==> src/rtl/onehot_decoder_accum_if.sv <==
// Valid/ready bundle for the one-hot decoder/accumulator: index beats in, one-hot results out.
// The master drives beats and result back-pressure; the slave is the decoder.
interface onehot_decoder_accum_if #(
   parameter int IDX_W = 3
);
   localparam int OUT_W = 1 << IDX_W;

   logic             mode;
   logic             in_valid;
   logic             in_ready;
   logic [IDX_W-1:0] in_index;
   logic             in_last;
   logic             out_valid;
   logic             out_ready;
   logic [OUT_W-1:0] out_onehot;
   logic [IDX_W:0]   out_count;
   logic             out_dup;

   modport master (
      output mode, in_valid, in_index, in_last, out_ready,
      input  in_ready, out_valid, out_onehot, out_count, out_dup
   );

   modport slave (
      input  mode, in_valid, in_index, in_last, out_ready,
      output in_ready, out_valid, out_onehot, out_count, out_dup
   );
endinterface

==> src/rtl/onehot_decoder_accum.sv <==
// Binary-index to one-hot decoder; in accumulate mode ORs a frame of indices into one request
// mask with popcount and duplicate detection. Results are registered behind valid/ready.
module onehot_decoder_accum #(
   parameter int IDX_W = 3
) (
   input logic                    clk,
   input logic                    rst_n,
   onehot_decoder_accum_if.slave  bus
);
   localparam int OUT_W = 1 << IDX_W;

   typedef enum logic {
      IDLE  = 1'b0,
      ACCUM = 1'b1
   } state_t;

   state_t           state_reg, state_next;
   logic [OUT_W-1:0] acc_reg, acc_next;
   logic             dup_reg, dup_next;
   logic             mode_reg, mode_next;
   logic             out_valid_reg, out_valid_next;
   logic [OUT_W-1:0] out_onehot_reg, out_onehot_next;
   logic [IDX_W:0]   out_count_reg, out_count_next;
   logic             out_dup_reg, out_dup_next;

   logic [OUT_W-1:0] dec;
   logic [OUT_W-1:0] base_acc;
   logic [OUT_W-1:0] new_acc;
   logic             base_dup;
   logic             new_dup;
   logic             mode_eff;
   logic             close_frame;
   logic             ready;
   logic             accept;

   function automatic logic [IDX_W:0] popcount(input logic [OUT_W-1:0] v);
      logic [IDX_W:0] c;
      c = '0;
      for (int i = 0; i < OUT_W; i++) begin
         c = c + (IDX_W+1)'(v[i]);
      end
      return c;
   endfunction

   for (genvar gi = 0; gi < OUT_W; gi++) begin : g_dec
      assign dec[gi] = (bus.in_index == IDX_W'(gi));
   end

   assign ready  = !out_valid_reg || bus.out_ready;
   assign accept = bus.in_valid && ready;

   // A beat in IDLE starts from an empty mask, so single-mode words and one-beat frames
   // fall out of the same OR/dup path as the last beat of a longer frame.
   assign mode_eff    = (state_reg == IDLE) ? bus.mode : mode_reg;
   assign base_acc    = (state_reg == ACCUM) ? acc_reg : '0;
   assign base_dup    = (state_reg == ACCUM) && dup_reg;
   assign new_acc     = base_acc | dec;
   assign new_dup     = base_dup || (|(base_acc & dec));
   assign close_frame = !mode_eff || bus.in_last;

   always_comb begin
      state_next      = state_reg;
      acc_next        = acc_reg;
      dup_next        = dup_reg;
      mode_next       = mode_reg;
      out_valid_next  = out_valid_reg && !bus.out_ready;
      out_onehot_next = out_onehot_reg;
      out_count_next  = out_count_reg;
      out_dup_next    = out_dup_reg;

      if (accept) begin
         mode_next = mode_eff;
         if (close_frame) begin
            out_valid_next  = 1'b1;
            out_onehot_next = new_acc;
            out_count_next  = popcount(new_acc);
            out_dup_next    = new_dup;
            acc_next        = '0;
            dup_next        = 1'b0;
            state_next      = IDLE;
         end else begin
            acc_next   = new_acc;
            dup_next   = new_dup;
            state_next = ACCUM;
         end
      end
   end

   always_ff @(posedge clk) begin
      if (!rst_n) begin
         state_reg      <= IDLE;
         acc_reg        <= '0;
         dup_reg        <= 1'b0;
         mode_reg       <= 1'b0;
         out_valid_reg  <= 1'b0;
         out_onehot_reg <= '0;
         out_count_reg  <= '0;
         out_dup_reg    <= 1'b0;
      end else begin
         state_reg      <= state_next;
         acc_reg        <= acc_next;
         dup_reg        <= dup_next;
         mode_reg       <= mode_next;
         out_valid_reg  <= out_valid_next;
         out_onehot_reg <= out_onehot_next;
         out_count_reg  <= out_count_next;
         out_dup_reg    <= out_dup_next;
      end
   end

   assign bus.in_ready   = ready;
   assign bus.out_valid  = out_valid_reg;
   assign bus.out_onehot = out_onehot_reg;
   assign bus.out_count  = out_count_reg;
   assign bus.out_dup    = out_dup_reg;
endmodule

==> src/flat_wrapper.sv <==
// flat-port wrapper written by rule: the top's interface ports become plain ports
module onehot_decoder_accum_flat 
#(
   parameter int IDX_W = 3
)
  (clk, rst_n, bus_mode, bus_in_valid, bus_in_index, bus_in_last, bus_out_ready, bus_in_ready, bus_out_valid, bus_out_onehot, bus_out_count, bus_out_dup);
  onehot_decoder_accum_if #(.IDX_W(IDX_W)) bus_i ();
  input logic clk;
  input logic rst_n;
  input wire logic [$bits(bus_i.mode)-1:0] bus_mode;
  input wire logic [$bits(bus_i.in_valid)-1:0] bus_in_valid;
  input wire logic [$bits(bus_i.in_index)-1:0] bus_in_index;
  input wire logic [$bits(bus_i.in_last)-1:0] bus_in_last;
  input wire logic [$bits(bus_i.out_ready)-1:0] bus_out_ready;
  output wire logic [$bits(bus_i.in_ready)-1:0] bus_in_ready;
  output wire logic [$bits(bus_i.out_valid)-1:0] bus_out_valid;
  output wire logic [$bits(bus_i.out_onehot)-1:0] bus_out_onehot;
  output wire logic [$bits(bus_i.out_count)-1:0] bus_out_count;
  output wire logic [$bits(bus_i.out_dup)-1:0] bus_out_dup;
  assign bus_i.mode = bus_mode;
  assign bus_i.in_valid = bus_in_valid;
  assign bus_i.in_index = bus_in_index;
  assign bus_i.in_last = bus_in_last;
  assign bus_i.out_ready = bus_out_ready;
  assign bus_in_ready = bus_i.in_ready;
  assign bus_out_valid = bus_i.out_valid;
  assign bus_out_onehot = bus_i.out_onehot;
  assign bus_out_count = bus_i.out_count;
  assign bus_out_dup = bus_i.out_dup;
  onehot_decoder_accum #(.IDX_W(IDX_W)) u_core (.clk(clk), .rst_n(rst_n), .bus(bus_i));
endmodule
==> config.mk <==
export PLATFORM = sky130hd
export DESIGN_NAME = onehot_decoder_accum_flat
export DESIGN_NICKNAME = d
export VERILOG_FILES = /design/src/rtl/onehot_decoder_accum_if.sv /design/src/rtl/onehot_decoder_accum.sv /design/src/flat_wrapper.sv
export SDC_FILE = /design/constraint.sdc
export NUM_CORES = 1
export LEC_CHECK = 0
export ABC_CLOCK_PERIOD_IN_PS = 4320
export CORE_MARGIN = 1
export CORE_UTILIZATION = 55
export DETAILED_ROUTE_END_ITERATION = 8
export DONT_BUFFER_PORTS = 1
export PLACE_DENSITY = 0.75
export SYNTH_ARGS = -nofsm -noshare
export SYNTH_HDL_FRONTEND = slang
export SYNTH_SLANG_ARGS = --single-unit
==> constraint.sdc <==
create_clock -name clk -period 4.32 [get_ports clk]
set_input_delay 0.864 -clock clk [delete_from_list [all_inputs] [get_ports clk]]
set_output_delay 0.864 -clock clk [all_outputs]
set_load 0.05 [all_outputs]
==> results by group <==
Floorplan
  – Core area: 2210 um2
  – IO Count: 24
  – Die Ht: 50.5 um
  – Die width: around 50 um
  – Row count: 17
  – Die ar.: 2550 um2
  – Initial core utilization: 0.586

Cells and area
  – FF/Latch Area: 500 um2
  – P&R area growth vs syn: -0.0967%
  – Ant diodes: 0
  – Nets: approximately 170
  – Filler instances: 218
  – Multi-input combinational cell area: 694 um2
  – Final Non-Filler Cells: 178
  – Layout cell share with drive strength beyond 1: 0.0533

Setup path
  – CP top delay family: adder cells
  – Biggest cell delay along the critical path: about 510 ps
  – Slowest CP cell: fa_1
  – Worst Setup Start Kind: input port
  – Crit-path cells: or2_1, o21ai_0, ha_1, fa_1, inv_1, fa_1, inv_1, fa_1, inv_1, fa_1, a211oi_2
  – CP Max Fanout: 6
  – Most used cell, CP: fa_1
  – Buf/Inv on CP: 3
  – Crit path DAT: 3980 ps
  – Req. time, crit path: 4550 ps
  – Critical path type: in2reg
  – CP endpoint kind: register

Timing
  – Final period util: 0.867
  – Rel. slew slack: 0.175
  – Final setup vio count: 0
  – Max Freq: 267 MHz
  – Max-slew violations: 0
  – Fin Setup TNS: 0 ps
  – RSZ-0062 raised after global routing: no
  – Post-layout min period: 3750 ps
  – Worst-Margin Slew: 1230 ps
  – Clock skew after layout: 5.70 ps
  – Final hold viol count: 0

Clock tree
  – CTS sink cnt: 25
  – TritonCTS clock tree: done
  – Worst-Skew Late Latency: 320 ps
  – Hold buffers post-CTS: 0
  – # Post-CTS Setup Buffers: 0
  – # resized after CTS: 0
  – CTS root buf: clkbuf_4
  – TritonCTS Buffers: 3
  – Clk slew on worst S/H paths: 140 ps
  – H-tree depth: 1
  – Bufs on Longest Clock Path: 2

Route
  – WL/cell: 15.5 um
  – Post-route ant nets: 0
  – Drt pass-1 iters: 4
  – Vias/cell: 6.02
  – DR iter-0 viols: 17
  – Final wirelength: 2.76 mm
  – DRC: 0
  – Via count: around 1100

Synthesis
  – Seq/Total Area, Yosys: 0.386
  – Avg Inst Size Synth: 8.31 um2
  – Warnings, synthesis: 0
  – Synthesized Nets: 172
  – Seq cells post-synth: 25
  – Cell Area, Synth: 1300 um2
  – Count of different cell masters after synthesis: 31
  – Mapped Cells: 156

Global route
  – Initial antenna violation count: 0
  – First-pass GRT wire length: 4.53 mm
  – Gr ovfl total: 0
  – Total GRT Usage: 0.241
  – Largest net degree at the start of global routing: 26
  – Vias in the first global route: 973

Pwr
  – Worst vdd rail ir drop: 0.000212 V
  – LEAKAGE: 0.471 nW
  – Cell area power density: 344 nW/um2

Place
  – Quantity of I/O buffers inserted on ports: 0
  – Placed instance count: 174
  – Final HPWL from detailed placement: 1.97 mm
  – Placer congestion estimate: 0.928

Hold path
  – Hold WC Path Type: reg2reg

Flow run
  – Number of max-cap violations: 0

Status
  – Status: complete, no violations
layer usage:
layer,wire length (um),vias to the layer above,GRT usage
met3,165,4,0.0515
met2,1340,31,0.393
met1,1220,516,0.308
met4,34,0,0.0972
met5,0,-,0
li1,-,521,-
cells in the mapped netlist, drive strengths merged:
master / number / area [um2]
nand4: 1 / 6.26
a32oi: 1 / 8.76
o221ai: 2 / 17.5
dfxtp: 25 / 500
or2: 1 / 6.26
o32ai: 1 / 8.76
a211oi: 3 / 37.5
o2bb2a: 1 / 10.0
o211a: 1 / 10.0
nand3b: 2 / 15.0
nor2b: 1 / 8.76
nand4b: 1 / 8.76
buf: 7 / 52.5
nor2: 15 / 56.3
inv: 9 / 33.8
nand2b: 3 / 18.8
a21oi: 13 / 65.1
clkbuf: 3 / 11.3
a21o: 1 / 7.51
nand2: 20 / 75.1
clkinv: 1 / 3.75
nor3: 13 / 65.1
mux2i: 5 / 50.1
nand3: 7 / 35.0
xnor2: 1 / 8.76
ha: 3 / 37.5
o211ai: 1 / 7.51
o21ai: 10 / 50.1
fa: 4 / 80.1
layout by cell type, fill, tap and decap left out, types with 2 or more instances in the layout:
cell / synthesis / routed
nand2b_1: 3 / 3
nor3_1: 13 / 13
a211oi_2: 3 / 3
nor2_1: 15 / 15
dfxtp_1: 25 / 25
nand3_1: 7 / 7
mux2i_1: 5 / 5
clkbuf_4: 0 / 3
nand3b_1: 2 / 2
o221ai_1: 2 / 2
ha_1: 3 / 3
inv_1: 9 / 9
nand2_1: 20 / 20
o21ai_0: 10 / 10
a21oi_1: 13 / 13
fa_1: 4 / 4
cell type report:
class	instances	area share
clock buffers	3	0.0174
clock inverters	1	0.00386
well taps	28	0.0271
inverters	10	0.0290
multi-input cells	111	0.536
flip-flops and latches	25	0.386
worst register-to-register path, cell delays in order, from the launching register on:
cell	delay [ps]
dfxtp_1	620
nand2_1	100
o21ai_0	170
ha_1	310
fa_1	510
inv_1	60
fa_1	490
inv_1	50
fa_1	400
inv_1	80
fa_1	430
a211oi_2	200
cell families (layout without fill, tap and decap cells):
logic type | Yosys count | after routing | share of synthesized area
AND/OR/NAND/NOR | 64 | 64 | 0.228
AO/OA/AOI/OAI | 34 | 34 | 0.172
flip-flops | 25 | 25 | 0.386
buffers and inverters | 20 | 14 | 0.0782
adder cells (fa/ha/maj) | 7 | 7 | 0.0907
multiplexers | 5 | 5 | 0.0386
XOR/XNOR | 1 | 1 | 0.00676
report_power, final:
part | switching [mW] | leakage, nW | internal [mW] | total [mW]
logic | 0.0424 | 0.249 | 0.0212 | 0.0635
registers | 0.0375 | 0.204 | 0.241 | 0.278
clock network | 0.0689 | 0.0177 | 0.0346 | 0.104
total | 0.149 | 0.471 | 0.297 | 0.445
final timing paths:
check	cells after the start	to	start	slack, ps
max	11	u_core.bus.out_count[1]$_SDFFE_PN0P_	bus_in_index[0]	570
min	2	u_core.acc_reg[7]$_SDFFE_PN0P_	u_core.acc_reg[7]$_SDFFE_PN0P_	490
max reg2reg	11	u_core.bus.out_count[1]$_SDFFE_PN0P_	u_core.state_reg$_SDFFE_PN0P_	820
min reg2reg	2	u_core.acc_reg[7]$_SDFFE_PN0P_	u_core.acc_reg[7]$_SDFFE_PN0P_	490
per-stage QoR:
| stage | hold slack, ps | utilization | total power, mW | area (um2) | worst slack [ps] |
|---|---|---|---|---|---|
| floorplan | 440 | - | 0.339 | 1300 | 475 |
| detailed placement | 466 | 0.573 | 0.347 | 1270 | 232 |
| global placement | 458 | 0.573 | 0.343 | 1270 | 361 |
| global route | 510 | 0.585 | 0.469 | 1290 | 396 |
| CTS | 486 | 0.585 | 0.449 | 1290 | 583 |
| finish | 486 | 0.585 | 0.445 | 1290 | 574 |
(Power assumes the default switching activity.)
